**config.mk**
```make
export PLATFORM = sky130hd
export DESIGN_NAME = crt_mode_sequencer
export DESIGN_NICKNAME = d
export VERILOG_FILES = /design/src/rtl/crt_mode_pkg.sv /design/src/rtl/crt_mode_seq_cnt.sv /design/src/rtl/crt_mode_sequencer.sv
export SDC_FILE = /design/constraint.sdc
export NUM_CORES = 1
export LEC_CHECK = 0
export CAP_MARGIN = 20
export CELL_PAD_IN_SITES_DETAIL_PLACEMENT = 1
export CELL_PAD_IN_SITES_GLOBAL_PLACEMENT = 1
export CORE_MARGIN = 4
export CORE_UTILIZATION = 39
export DETAILED_ROUTE_END_ITERATION = 12
export GPL_TIMING_DRIVEN = 0
export PLACE_DENSITY_LB_ADDON = 0.12
export SETUP_SLACK_MARGIN = 0.3
export SLEW_MARGIN = 10
export SYNTH_ARGS = -nofsm -noshare
export SYNTH_HDL_FRONTEND = slang
export SYNTH_SLANG_ARGS = --single-unit
```
**constraint.sdc**
```tcl
create_clock -name pll_clock -period 1.95 [get_ports pll_clock]
set_input_delay 0.2925 -clock pll_clock [delete_from_list [all_inputs] [get_ports pll_clock]]
set_output_delay 0.2925 -clock pll_clock [all_outputs]
set_load 0.02 [all_outputs]
```
**src/rtl/crt_mode_pkg.sv**
```systemverilog
// Shared types and constants for crt_mode_sequencer.
// Defining CRT_MODE_SEQ_TIMEOUT_EN widens the shared counter for the vblank timeout.
package crt_mode_pkg;

    typedef enum logic [2:0] {
        IDLE,
        WAIT_VB,
        BLANK,
        SWITCH,
        SETTLE,
        DONE
    } seq_state_t;

    typedef struct packed {
        logic       vga_mode;
        logic [1:0] bpp;
    } mode_t;

    localparam mode_t RESET_MODE = '{vga_mode: 1'b1, bpp: 2'b00};

`ifdef CRT_MODE_SEQ_TIMEOUT_EN
    localparam int CNT_W = 20;
`else
    localparam int CNT_W = 8;
`endif

endpackage

```
**src/rtl/crt_mode_seq_cnt.sv**
```systemverilog
// Shared down-counter for drain, settle and (optionally) vblank timeout.
// A load wins over counting; the counter parks at zero.
module crt_mode_seq_cnt
    import crt_mode_pkg::*;
(
    input  logic             clk,
    input  logic             rst,
    input  logic             load,
    input  logic [CNT_W-1:0] load_value,
    output logic [CNT_W-1:0] value,
    output logic             zero
);

    always_ff @(posedge clk or posedge rst) begin
        if (rst) begin
            value <= '0;
        end else if (load) begin
            value <= load_value;
        end else if (!zero) begin
            value <= value - 1'b1;
        end
    end

    assign zero = (value == '0);

endmodule

```
**src/rtl/crt_mode_sequencer.sv**
```systemverilog
// Glitch-free CRT mode change: wait for vblank, blank, drain, switch the divider mode, settle.
// Defining CRT_MODE_SEQ_TIMEOUT_EN forces the switch after TIMEOUT_CYCLES without vblank.
module crt_mode_sequencer
    import crt_mode_pkg::*;
#(
    parameter int unsigned DRAIN_CYCLES   = 16,
    parameter int unsigned SETTLE_CYCLES  = 8,
    parameter int unsigned TIMEOUT_CYCLES = 1048575
) (
    input  logic       pll_clock,
    input  logic       pix_reset,
    input  logic       req_valid,
    input  logic       req_vga_mode,
    input  logic [1:0] req_bpp,
    output logic       req_ready,
    input  logic       vblank,
    output logic       vga_mode_out,
    output logic [1:0] bpp_out,
    output logic       crt_blank,
    output logic       busy,
    output logic       done,
    output logic       timeout_flag
);

    seq_state_t       state, next_state;
    mode_t            pending, cur_mode, req_mode;
    logic             accept, apply_mode, set_timeout;
    logic             cnt_load, cnt_zero;
    logic [CNT_W-1:0] cnt_load_value, cnt_value_unused;

    assign req_mode = {req_vga_mode, req_bpp};

    crt_mode_seq_cnt u_cnt (
        .clk        (pll_clock),
        .rst        (pix_reset),
        .load       (cnt_load),
        .load_value (cnt_load_value),
        .value      (cnt_value_unused),
        .zero       (cnt_zero)
    );

    always_ff @(posedge pll_clock or posedge pix_reset) begin
        if (pix_reset) state <= IDLE;
        else           state <= next_state;
    end

    // Counters are loaded with N-1 on state entry so each phase lasts exactly N cycles.
    always_comb begin
        next_state     = state;
        accept         = 1'b0;
        apply_mode     = 1'b0;
        set_timeout    = 1'b0;
        cnt_load       = 1'b0;
        cnt_load_value = '0;
        case (state)
            IDLE: begin
                if (req_valid) begin
                    accept = 1'b1;
                    if (req_mode == cur_mode) begin
                        next_state = DONE;
                    end else begin
                        next_state = WAIT_VB;
`ifdef CRT_MODE_SEQ_TIMEOUT_EN
                        cnt_load       = 1'b1;
                        cnt_load_value = CNT_W'(TIMEOUT_CYCLES - 1);
`endif
                    end
                end
            end
            WAIT_VB: begin
                if (vblank) begin
                    next_state     = BLANK;
                    cnt_load       = 1'b1;
                    cnt_load_value = CNT_W'(DRAIN_CYCLES - 1);
                end
`ifdef CRT_MODE_SEQ_TIMEOUT_EN
                else if (cnt_zero) begin
                    next_state     = BLANK;
                    set_timeout    = 1'b1;
                    cnt_load       = 1'b1;
                    cnt_load_value = CNT_W'(DRAIN_CYCLES - 1);
                end
`endif
            end
            BLANK: begin
                if (cnt_zero) next_state = SWITCH;
            end
            SWITCH: begin
                apply_mode     = 1'b1;
                next_state     = SETTLE;
                cnt_load       = 1'b1;
                cnt_load_value = CNT_W'(SETTLE_CYCLES - 1);
            end
            SETTLE: begin
                if (cnt_zero) next_state = DONE;
            end
            DONE: begin
                next_state = IDLE;
            end
            default: begin
                next_state = IDLE;
            end
        endcase
    end

    always_ff @(posedge pll_clock or posedge pix_reset) begin
        if (pix_reset) begin
            pending  <= RESET_MODE;
            cur_mode <= RESET_MODE;
        end else begin
            if (accept)     pending  <= req_mode;
            if (apply_mode) cur_mode <= pending;
        end
    end

`ifdef CRT_MODE_SEQ_TIMEOUT_EN
    always_ff @(posedge pll_clock or posedge pix_reset) begin
        if (pix_reset)        timeout_flag <= 1'b0;
        else if (accept)      timeout_flag <= 1'b0;
        else if (set_timeout) timeout_flag <= 1'b1;
    end
`else
    // Timeout limit has no effect when the feature is compiled out.
    localparam int unsigned TIMEOUT_UNUSED = TIMEOUT_CYCLES;
    logic set_timeout_unused;
    assign set_timeout_unused = set_timeout;
    assign timeout_flag       = 1'b0;
`endif

    assign vga_mode_out = cur_mode.vga_mode;
    assign bpp_out      = cur_mode.bpp;
    assign req_ready    = (state == IDLE);
    assign busy         = (state != IDLE);
    assign done         = (state == DONE);
    assign crt_blank    = (state == BLANK) || (state == SWITCH) || (state == SETTLE);

endmodule

```
==> out/results.ini <==
[run_status]
outcome=completed

[synth]
synthCells=92
synthAdderAreaFrac_pct=2.71
synth_mux_area_share_pct=9.77
netlist_area_um2=922
synth_compound_gate_area_share_pct=14.8
netlist-cell-type-count=31
synth_seq_area_share_pct=46.4
synth_top_family_by_area=simple AND/OR/NAND/NOR gates
synth_xor_area_share_pct=3.80
syn_nets=101
synthSimpleGateAreaFrac_pct=18.0
synth_warnings=0
syn_area_per_cell_um2=10.0
ys_ff_latch=17

[cts]
root_buffer=clkbuf_4
cts_num_sinks=17
cts_made_buffers=3
htree_levels=1
hold_buffers=0
cts_tree=yes
insertion_delay_ps=300
path_clk_slew_ps=100
ctsLongestPathBuffers=2

[die]
core_area_um2=2230
die-area_um2=3210
die_w_um=56.6
io_pins=15
die-height_um=56.6
rows=17
initial_core_util_pct=41.3

[critical_path]
startpoint_type=flop
r2r_end=u_cnt.value[5]$_DFFE_PP0P_
critPathMaxFanout=3
r2r-start=u_cnt.value[3]$_DFFE_PP0P_
reg2reg_depth=4
cp.arrival_ps=1400
r2r_slack_ps=300
endpoint_kind=output port
critPathRequiredTime_ps=1660
path_class=reg -> out

[placed_design]
globalplace.congestion=0.806
place_ws_ps=46.4
dp_hpwl_um=1540
io_buffers=13
placed_cells=133

[power]
cellPowerDensity_nw_per_um2=1690
power_frac_comb_pct=60.5
seq_power_share_pct=30.6
power_uw=2230
power_leakage_uw=0.000577
netSwitchingPower_uw=907
intPower_uw=1320
switching_share_pct=40.7
peakVddDrop_uv=951
pwr-share-clk_pct=8.9

[final_layout]
area_delta_synth_final_pct=43.1
final_cell_count_no_fill=154
n_antenna_cell=0
nets=136
drive_gt1_share_pct=46.0

[timing]
setup_tns_ps=0
setup_viol=0
setup_slack_ps=258
hold_viol=0
skew_ps=1.02
rsz0062_at_grt=true
period_share_pct=86.8
drv_slew=0
slew_headroom_pct=56.5
layout_min_cycle_time_ps=1690
fmax_mhz=591
worstMarginPinSlew_ps=652

[drt]
vias=864
post_drt_wl_per_cell_um=16.7
drtIter0Drc=20
wirelength_um=2580
drc_errors=0
dr.pass1.iters=4
postRouteAntennaNets=0
via_per_inst=5.61

[global_routing]
track_usage_pct=16.1
grt_max_degree=18
grt_first_pass_wirelength_um=4050
grt.overflow.total=0
grt_pass1_vias=890
antenna_found_initial=0

[job]
cap_violations=0

[min_path]
hp-class=in -> async

==> per-layer routing <==
metal  part of all wire (%)  wire [um]  track usage [%]
met1                     41       1060             21.3
met2                     49       1280             24.8
met3                    6.7        173             3.22
met4                    2.6         67             8.14
met5                      0          0                0
==> cell families (layout without fill, tap and decap cells) <==
kind of cell	after synthesis	in the layout
xor gates and xnor gates	4	4
DFF	17	17
adders and majority gates	2	2
muxes	8	8
and+or+nand+nor	30	30
other	1	1
AOI/OAI and AO/OA	21	21
buffers and inverters	9	43
==> power by group through the flow <==
stage,sequential [uW],combinational [uW],clock [uW]
after floorplan,691,638,0
after CTS,663,1180,200
after global placement,681,943,0
after global routing,712,1460,222
final,683,1350,198
after detailed placement,693,962,0
==> flip-flops by register name, indices dropped and copies added, names as in the netlist <==
register / count
pending: 3
u_cnt.value: 8
state: 3
bpp_out: 2
vga_mode_out: 1
==> Yosys cell counts <==
master	count	area share, %
and2_1	1	0.68
or4_4	1	1.2
nor3_1	4	2.2
nand2b_1	1	0.68
dfrtp_1	15	41
or4_1	3	2.4
conb_1	1	0.41
a31o_2	1	0.95
o21ai_0	5	2.7
dfstp_2	2	5.7
nor2_1	7	2.8
nor4_1	1	0.68
inv_1	5	2.0
buf_4	1	0.81
nor3b_1	2	1.6
o31ai_1	4	3.3
o41ai_1	1	0.95
nand3b_1	1	0.81
a41oi_1	1	0.95
mux2_2	8	9.8
a21boi_0	1	0.81
nand2_1	5	2.0
a21oi_1	5	2.7
xnor2_1	4	3.8
or3_1	1	0.68
nand3_1	1	0.54
or2_2	1	0.68
or3b_2	1	0.95
clkbuf_1	3	1.2
ha_1	2	2.7
o211ai_1	3	2.4
==> worst max-delay path, cell delays in order (launching register included) <==
cell and delay (ps):
dfrtp_1 380, clkbuf_8 130, or3_4 400, inv_4 70, buf_6 110
==> worst max-delay path by stage <==
stage / from / endpoint / cells past startpoint
final: state[2]$_DFFE_PP0P_ / req_ready / 4
after detailed placement: state[0]$_DFFE_PP0P_ / req_ready / 4
after global placement: state[0]$_DFFE_PP0P_ / req_ready / 4
after global routing: state[2]$_DFFE_PP0P_ / req_ready / 4
after floorplan: state[0]$_DFFE_PP0P_ / pending[0]$_DFFE_PP0P_ / 5
after CTS: state[2]$_DFFE_PP0P_ / req_ready / 4
==> layout make-up <==
type	count	area [um^2]
fillers	256	913
multi-input cells	66	499
inverters	5	21.3
clock inverters	1	5.00
flip-flops and latches	17	432
repair buffers	30	256
plain buffers	4	48.8
clock buffers	3	22.5
well taps	28	35.0
==> what timing repair did <==
action | in CTS | in global routing
setup buffers | 12 | 5
gates resized for setup | 30 | 16
endpoints found under the setup margin | 14 | 12
pin swaps | 2 | 3
==> cell usage in the layout (no fill, tap or decap), drive strengths merged, types with 2 or more instances in the layout <==
cell type	n
buf	21
dfrtp	15
mux2	8
nor2	7
clkbuf	7
clkdlybuf4s50	6
nand2	5
o21ai	5
a21oi	5
inv	5
or4	4
nor3	4
o31ai	4
xnor2	4
o211ai	3
dlygate4sd2	2
dfstp	2
nor3b	2
ha	2
==> through the flow <==
| step | hold WS, ps | util, % | instance area [um^2] |
|---|---|---|---|
| 2_1_floorplan | 217 | - | 933 |
| 3_3_place_gp | 485 | 49.2 | 1100 |
| 3_5_place_dp | 502 | 49.2 | 1100 |
| 4_1_cts | 409 | 55.7 | 1240 |
| 5_1_grt | 414 | 59.1 | 1320 |
| 6_report | 368 | 59.1 | 1320 |
Note: power is estimated with default switching activity, not from simulation.
